--- src/rtl/uc_secuenciador_if.sv ---
// Control bus between the sequencer and the 8-bit microcontroller datapath.
// The master side is the sequencer; the slave side is the datapath / I/O unit.
interface uc_secuenciador_if;
  logic [5:0] opcode;
  logic       z;
  logic       go;
  logic       io_ack;
  logic       pc_en;
  logic       s_inc;
  logic       s_inm;
  logic       we3;
  logic [2:0] op;
  logic       s_subrutina;
  logic       s_ra;
  logic       s_rel;
  logic       s_in;
  logic       s_out;
  logic       out_in;
  logic       io_req;
  logic       halted;
  logic [1:0] err;

  modport master (
    input  opcode, z, go, io_ack,
    output pc_en, s_inc, s_inm, we3, op, s_subrutina, s_ra, s_rel,
           s_in, s_out, out_in, io_req, halted, err
  );

  modport slave (
    output opcode, z, go, io_ack,
    input  pc_en, s_inc, s_inm, we3, op, s_subrutina, s_ra, s_rel,
           s_in, s_out, out_in, io_req, halted, err
  );
endinterface

--- src/rtl/uc_secuenciador.sv ---
// Control unit of the 8-bit microcontroller: decodes the opcode, drives the
// datapath selects, keeps the zero flag and return-register validity, runs
// the I/O request/acknowledge handshake with timeout, and handles HALT.
module uc_secuenciador #(
  parameter int unsigned IO_TIMEOUT = 16,
  parameter int unsigned TW         = 8
) (
  input logic              clk,
  input logic              reset,
  uc_secuenciador_if.master bus
);

  localparam logic [5:0] OP_J    = 6'b001010;
  localparam logic [5:0] OP_JZ   = 6'b011010;
  localparam logic [5:0] OP_JNZ  = 6'b101010;
  localparam logic [5:0] OP_BR   = 6'b001100;
  localparam logic [5:0] OP_BRZ  = 6'b011100;
  localparam logic [5:0] OP_JAL  = 6'b001011;
  localparam logic [5:0] OP_RET  = 6'b011011;
  localparam logic [5:0] OP_IN   = 6'b001001;
  localparam logic [5:0] OP_OUT  = 6'b011001;
  localparam logic [5:0] OP_OUTI = 6'b101001;
  localparam logic [5:0] OP_HALT = 6'b111111;

  localparam logic [TW-1:0] TMO_LAST = TW'(IO_TIMEOUT - 1);

  // RESUME is the first RUN cycle after HALT: it skips the re-fetched HALT word.
  typedef enum logic [2:0] {BOOT, RUN, IOWAIT, HALT, RESUME} state_t;
  typedef enum logic [1:0] {IO_IN, IO_OUT, IO_OUTI} io_kind_t;

  state_t    state, state_nx;
  io_kind_t  io_kind, io_kind_nx;
  logic      zf, zf_nx;
  logic      ra_valid, ra_valid_nx;
  logic [TW-1:0] tmo, tmo_nx;
  logic [1:0] err_q, err_nx;

  assign bus.err = err_q;

  // State and status registers; reset returns to BOOT and clears all status.
  always_ff @(posedge clk or negedge reset) begin
    if (!reset) begin
      state    <= BOOT;
      io_kind  <= IO_IN;
      zf       <= 1'b0;
      ra_valid <= 1'b0;
      tmo      <= '0;
      err_q    <= '0;
    end else begin
      state    <= state_nx;
      io_kind  <= io_kind_nx;
      zf       <= zf_nx;
      ra_valid <= ra_valid_nx;
      tmo      <= tmo_nx;
      err_q    <= err_nx;
    end
  end

  // Next-state and datapath control decode.
  always_comb begin
    state_nx        = state;
    io_kind_nx      = io_kind;
    zf_nx           = zf;
    ra_valid_nx     = ra_valid;
    tmo_nx          = tmo;
    err_nx          = err_q;
    bus.pc_en       = 1'b0;
    bus.s_inc       = 1'b0;
    bus.s_inm       = 1'b0;
    bus.we3         = 1'b0;
    bus.op          = '0;
    bus.s_subrutina = 1'b0;
    bus.s_ra        = 1'b0;
    bus.s_rel       = 1'b0;
    bus.s_in        = 1'b0;
    bus.s_out       = 1'b0;
    bus.out_in      = 1'b0;
    bus.io_req      = 1'b0;
    bus.halted      = 1'b0;

    case (state)
      BOOT: state_nx = RUN;

      RUN: begin
        bus.pc_en = 1'b1;
        bus.s_inc = 1'b1;
        if (!bus.opcode[3]) begin
          bus.op  = bus.opcode[2:0];
          bus.we3 = 1'b1;
          zf_nx   = bus.z;
        end else if (bus.opcode[2:0] == 3'b000) begin
          bus.s_inm = 1'b1;
          bus.we3   = 1'b1;
        end else begin
          case (bus.opcode)
            OP_J:   bus.s_inc = 1'b0;
            OP_JZ:  bus.s_inc = !zf;
            OP_JNZ: bus.s_inc = zf;
            OP_BR:  bus.s_rel = 1'b1;
            OP_BRZ: bus.s_rel = zf;
            OP_JAL: begin
              bus.s_inc       = 1'b0;
              bus.s_subrutina = 1'b1;
              ra_valid_nx     = 1'b1;
              if (ra_valid) err_nx[0] = 1'b1;
            end
            OP_RET: begin
              if (ra_valid) begin
                bus.s_ra    = 1'b1;
                ra_valid_nx = 1'b0;
              end else begin
                err_nx[0] = 1'b1;
              end
            end
            OP_IN, OP_OUT, OP_OUTI: begin
              bus.pc_en  = 1'b0;
              bus.io_req = 1'b1;
              state_nx   = IOWAIT;
              io_kind_nx = (bus.opcode == OP_IN)  ? IO_IN  :
                           (bus.opcode == OP_OUT) ? IO_OUT : IO_OUTI;
            end
            OP_HALT: begin
              bus.pc_en = 1'b0;
              state_nx  = HALT;
            end
            default: ;
          endcase
        end
      end

      // Completion is decided in the same cycle ack/timeout is seen; ack has
      // priority so a coinciding timeout does not flag an error.
      IOWAIT: begin
        if (bus.io_ack || (tmo == TMO_LAST)) begin
          bus.pc_en = 1'b1;
          bus.s_inc = 1'b1;
          tmo_nx    = '0;
          state_nx  = RUN;
          if (!bus.io_ack) err_nx[1] = 1'b1;
          case (io_kind)
            IO_IN: begin
              bus.s_in = 1'b1;
              bus.we3  = 1'b1;
            end
            IO_OUT: bus.s_out = 1'b1;
            IO_OUTI: begin
              bus.s_out  = 1'b1;
              bus.out_in = 1'b1;
            end
            default: ;
          endcase
        end else begin
          bus.io_req = 1'b1;
          tmo_nx     = tmo + TW'(1);
        end
      end

      HALT: begin
        bus.halted = 1'b1;
        if (bus.go) state_nx = RESUME;
      end

      RESUME: begin
        bus.pc_en = 1'b1;
        bus.s_inc = 1'b1;
        state_nx  = RUN;
      end

      default: state_nx = BOOT;
    endcase
  end

endmodule

--- src/flat_wrapper.sv ---
// flat-port wrapper written by rule: the top's interface ports become plain ports
module uc_secuenciador_flat 
#(
  parameter int unsigned IO_TIMEOUT = 16,
  parameter int unsigned TW         = 8
)
  (clk, reset, bus_opcode, bus_z, bus_go, bus_io_ack, bus_pc_en, bus_s_inc, bus_s_inm, bus_we3, bus_op, bus_s_subrutina, bus_s_ra, bus_s_rel, bus_s_in, bus_s_out, bus_out_in, bus_io_req, bus_halted, bus_err);
  uc_secuenciador_if bus_i ();
  input logic clk;
  input logic reset;
  input wire logic [$bits(bus_i.opcode)-1:0] bus_opcode;
  input wire logic [$bits(bus_i.z)-1:0] bus_z;
  input wire logic [$bits(bus_i.go)-1:0] bus_go;
  input wire logic [$bits(bus_i.io_ack)-1:0] bus_io_ack;
  output wire logic [$bits(bus_i.pc_en)-1:0] bus_pc_en;
  output wire logic [$bits(bus_i.s_inc)-1:0] bus_s_inc;
  output wire logic [$bits(bus_i.s_inm)-1:0] bus_s_inm;
  output wire logic [$bits(bus_i.we3)-1:0] bus_we3;
  output wire logic [$bits(bus_i.op)-1:0] bus_op;
  output wire logic [$bits(bus_i.s_subrutina)-1:0] bus_s_subrutina;
  output wire logic [$bits(bus_i.s_ra)-1:0] bus_s_ra;
  output wire logic [$bits(bus_i.s_rel)-1:0] bus_s_rel;
  output wire logic [$bits(bus_i.s_in)-1:0] bus_s_in;
  output wire logic [$bits(bus_i.s_out)-1:0] bus_s_out;
  output wire logic [$bits(bus_i.out_in)-1:0] bus_out_in;
  output wire logic [$bits(bus_i.io_req)-1:0] bus_io_req;
  output wire logic [$bits(bus_i.halted)-1:0] bus_halted;
  output wire logic [$bits(bus_i.err)-1:0] bus_err;
  assign bus_i.opcode = bus_opcode;
  assign bus_i.z = bus_z;
  assign bus_i.go = bus_go;
  assign bus_i.io_ack = bus_io_ack;
  assign bus_pc_en = bus_i.pc_en;
  assign bus_s_inc = bus_i.s_inc;
  assign bus_s_inm = bus_i.s_inm;
  assign bus_we3 = bus_i.we3;
  assign bus_op = bus_i.op;
  assign bus_s_subrutina = bus_i.s_subrutina;
  assign bus_s_ra = bus_i.s_ra;
  assign bus_s_rel = bus_i.s_rel;
  assign bus_s_in = bus_i.s_in;
  assign bus_s_out = bus_i.s_out;
  assign bus_out_in = bus_i.out_in;
  assign bus_io_req = bus_i.io_req;
  assign bus_halted = bus_i.halted;
  assign bus_err = bus_i.err;
  uc_secuenciador #(.IO_TIMEOUT(IO_TIMEOUT), .TW(TW)) u_core (.clk(clk), .reset(reset), .bus(bus_i));
endmodule
--- config.mk ---
export PLATFORM = sky130hd
export DESIGN_NAME = uc_secuenciador_flat
export DESIGN_NICKNAME = d
export VERILOG_FILES = /design/src/rtl/uc_secuenciador_if.sv /design/src/rtl/uc_secuenciador.sv /design/src/flat_wrapper.sv
export SDC_FILE = /design/constraint.sdc
export NUM_CORES = 1
export LEC_CHECK = 0
export BUFFER_PORTS_ARGS = -buffer_cell sky130_fd_sc_hd__buf_2
export CORE_AREA = 2 2 48 50
export CTS_BUF_LIST = sky130_fd_sc_hd__clkbuf_8
export DETAILED_ROUTE_END_ITERATION = 16
export DIE_AREA = 0 0 50 52
export PLACE_DENSITY = 0.88
export SLEW_MARGIN = 20
export SYNTH_ARGS = -nofsm -noshare
export SYNTH_HDL_FRONTEND = slang
export SYNTH_SLANG_ARGS = --single-unit
export TNS_END_PERCENT = 30
--- constraint.sdc ---
create_clock -name clk -period 2.5 [get_ports clk]
set_input_delay 0.75 -clock clk [delete_from_list [all_inputs] [get_ports clk]]
set_output_delay 0.75 -clock clk [all_outputs]
set_load 0.02 [all_outputs]
### Yosys cells after proc, flatten, opt, wreduce, memory -nomap -nowiden

Index checks and enable logic that the tools add are counted.
Widths: inputs -> output; s select.

| storage, ports and cells | value |
|---|---|
| bits in registers | 17 |

| operators by class | value |
|---|---|
| reduce and logical (&&, ||, !) cells | 17 |
| equal/unequal tests | 25 |
| bitwise operators | 3 |
| add/subtract/negate cells | 1 |
| muxes and demuxes | 57 |

Operator list:

| operator | count |
|---|---|
| $mux 1 | 38 |
| $eq 6x4->1 const B | 4 |
| $eq 6x5->1 const B | 4 |
| $eq 6x6->1 const B | 3 |
| $mux 3 | 6 |
| $pmux 3 s4 | 1 |
| $pmux 1 s2 | 5 |
| $pmux 1 s3 | 3 |
| $add 8x1->8 const B | 1 |
| $eq 8x4->1 const B | 1 |
| $mux 8 | 1 |
| $ne 2x2->1 const B | 4 |
| $reduce_and 4->1 | 2 |
| $eq 3x2->1 const B | 2 |
| $logic_not 3->1 | 2 |
| $pmux 3 s2 | 1 |
| $reduce_and 6->1 | 1 |
| $reduce_or 2->1 | 3 |
| $reduce_and 5->1 | 1 |
| $mux 2 | 2 |
| $ne 2x1->1 const B | 2 |
| $reduce_or 4->1 | 1 |
| $eq 3x1->1 const B | 1 |
| $eq 3x3->1 const B | 1 |
| 11 further kinds | 13 |

### Logic depth before layout (Yosys ltp)

| logic depth | value |
|---|---|
| depth after elaboration | 6 |
| depth in mapped cells | 6 |
| gate-level depth less buffers | 5 |

### Least setup slack after synthesis

OpenSTA, ideal clock, no wires.

| path | value |
|---|---|
| path type | reg2out |
| from | register u_core.state[1] |
| to | output bus_s_rel |
| required time | 1.750 ns |
| data arrival time | 1.681 ns |
| cell stages (with the launch flop) | 5 |
| buffers on the path | 2 |
| path slack | 0.069 ns |
| path through | dfrtp_1 > buf_6 > or3b_1 > buf_2 > nor4_1 |

| between the ends | value |
|---|---|
| word-level cells in the longest chain between the ends | 2 |

Ends and longest elaborated chain:

| element | line | text |
|---|---|---|
| from (decl) | uc_secuenciador.sv:31 | `state_t state, state_nx;` |
| from (signal assigned) | uc_secuenciador.sv:50 | `state <= state_nx;` |
| $eq 3x1->1 | uc_secuenciador.sv:81 | `case (state)` |
| $mux 1 | uc_secuenciador.sv:81 |  |
| to (decl) | flat_wrapper.sv:22 | `output wire logic [$bits(bus_i.s_rel)-1:0] bus_s_rel;` |

No other way between the ends.

### Final worst setup path

| path | value |
|---|---|
| from | register u_core.state[0] |
| to | output bus_s_rel |

Same word-level chain as after synthesis.

==> out/results.tsv <==
metric	value	unit
HP Class	primary input to asynchronous set/reset pin	
Via density	5.73	
IO Pins	28	
R2R setup slack	0.71	ns
PwrDens	1050	nW/um2
synthesized net count	132	
area taken by multi-input logic gates	669	um2
dominant cells by area after synthesis	dfrtp_1 (39%), nor2_1 (4.1%), nor4_4 (3.9%), and3_1 (3.4%), ha_1 (3.4%)	
Via Count	1055	
post-DP HPWL	1.81	mm
Lkg Pwr	0.722	nW
routed length per instance	14.7	um
register area	428	um2
TNS Setup	0	ns
drt initial violations	26	
synth unique cells	41	
Total Nets Final	171	
layout cells sized above 1	0.385	
maximum VDD drop	0.000729	V
post-synthesis cell count	118	
most frequent cells in the layout	buf_2 (27), dfrtp_1 (15), nor2_1 (11)	
Max Fclk	0.404	GHz
Die Y	52	um
FF-to-FF path depth	5	
Detailed Routing Iterations Pass 1	4	
Die Span X	50	um
DIE AREA	2600	um2
CTS HTree Levels	1	
Final GP Congestion	0.863	
Rel. slew slack	0.743	
WP data required	1.75	ns
Initial Utilization	0.517	
GRT overflow	0	
Slew Viols, Final	0	
dominant cell type by area after synthesis	dfrtp_1	
FF-to-FF End	u_core.tmo[7]	
crit share post-route	0.990	
crit path launch type	flip-flop	
Layout Skew	0.00415	ns
worst r2r src	u_core.state[2]	
yosys warns	0	
Synth top area share	0.391	
first-pass GRT wire length	4.21	mm
Post-DRT Antenna Nets	0	
P&R area growth vs syn	29.9	%
CTS tree	yes	
Avg Cell Area, Syn	9.22	um2
CP max FO	8	
Max Root-Sink Buffers	2	
Residual DRC	0	
core area	2110	um2
Worst-Skew Late Latency	0.25	ns
clk slew on worst S/H paths	0.07	ns
Hold Vio Cnt, Final	0	
Layout Cells excl Fill	184	
number of global-route vias before repair	1020	
Total Wirelength	2.71	mm
outcome	complete, no violations	
# hold bufs at CTS	0	
final core occ	0.671	
commonest non-fill, non-tap cell in the layout	buf_2	
RSZ-0062 raised after global routing	yes	
number of max-cap violations	0	
number of cell rows	17	
Worst Tran Pin Value	0.385	ns
initial antenna violation count	0	
largest net degree at the start of global routing	18	
CP Capture Type	primary output	
final-layout fill cell count	175	
Final Power	1.48	mW
Num CTS Buffers	3	
placed cells	175	
async set-reset flop share out of synthesis	1.00	
Seq/Total Area, Yosys	0.391	
Yosys reg bits	17	
minimum clock period	2.48	ns
ys flop type	dfrtp_1	
number of flops mapped to enable cells by yosys	0	
kind of critical path	flip-flop to primary output	
gr usage total	0.209	
final setup fails	0	
Mapped Area	1090	um2
clock root buffer	clkbuf_8	
n_diodes	0	
IO Port Bufs	27	
clk sinks	17	
Arr. time, crit path	1.73	ns
==> stage by stage <==
step                      setup WS, ns  hold slack [ns]  area (um2)
after floorplan                 0.0686            0.454        1090
after global placement          0.0856            0.439        1270
after detailed placement        0.0741            0.441        1270
after CTS                      0.00453            0.434        1360
after global routing           -0.0629            0.444        1410
final                           0.0245            0.414        1410
==> flip-flops by register name, indices dropped and copies added (netlist names) <==
| register | flops |
|---|---|
| u_core.ra_valid | 1 |
| u_core.tmo | 8 |
| u_core.bus.err | 2 |
| u_core.io_kind | 2 |
| u_core.state | 3 |
| u_core.zf | 1 |
==> kinds of logic (layout without fill, tap and decap cells) <==
family,count (synthesis),in the layout,synth area share
AO/OA/AOI/OAI,23,23,0.140
XOR/XNOR,6,6,0.0483
adder cells (fa/ha/maj),3,3,0.0345
buffers and inverters,10,48,0.0494
flip-flops,17,17,0.391
multiplexers,2,2,0.0195
AND/OR/NAND/NOR,57,57,0.317
==> worst max path at each step <==
stage | cells after the start | endpoint | from
3_3_place_gp | 6 | bus_pc_en | bus_opcode[5]
5_1_grt | 5 | bus_op[1] | u_core.state[0]
4_1_cts | 6 | bus_we3 | u_core.tmo[0]
2_1_floorplan | 4 | bus_s_rel | u_core.state[1]
6_report | 4 | bus_s_rel | u_core.state[0]
3_5_place_dp | 6 | bus_pc_en | bus_opcode[5]
==> worst max-delay path, stage by stage, from the launching register on <==
cell and delay (ns):
dfrtp_2 0.43, or3b_4 0.42, buf_4 0.17, nor4_2 0.25, buf_2 0.20
==> cells in the mapped netlist (2+ instances only) <==
cell type and instances:
nand2_1 10, or3b_1 2, xor2_1 3, and3_1 6
nor4_4 2, o21bai_1 2, nor3_1 2, nor2_1 12
nand2b_1 4, ha_1 3, xnor2_1 3, o21ai_0 7
dfrtp_1 17, inv_1 7, and2_1 2, nor4_1 3
nand4_1 2, buf_6 2, nor3b_1 3, a21o_1 3
a21oi_1 3
==> routing by layer <==
metal | track usage | vias up | wire [um]
li1 | - | 492 | -
met1 | 0.249 | 506 | 1130
met2 | 0.384 | 47 | 1350
met3 | 0.0402 | 10 | 162
met4 | 0.0509 | 0 | 74
met5 | 0 | - | 0
==> power by group <==
group | internal [mW] | switching [mW]
clock | 0.109 | 0.0881
sequential | 0.394 | 0.119
combinational | 0.350 | 0.422
total | 0.852 | 0.629
==> timing repair <==
item	CTS	global route
hold endpoints to repair	0	0
resized for setup	4	13
pin swaps	0	1
buffers inserted	4	1
setup endpoints to repair	10	13
==> cell type report <==
cell class / count / share of cell area
multi-input combinational: 91 / 0.473
sequential: 17 / 0.303
timing repair buffer: 37 / 0.149
clock buffer: 3 / 0.0292
tap: 28 / 0.0248
inverter: 7 / 0.0186
clock inverter: 1 / 0.00265
Note: power is estimated with default switching activity, not from simulation.
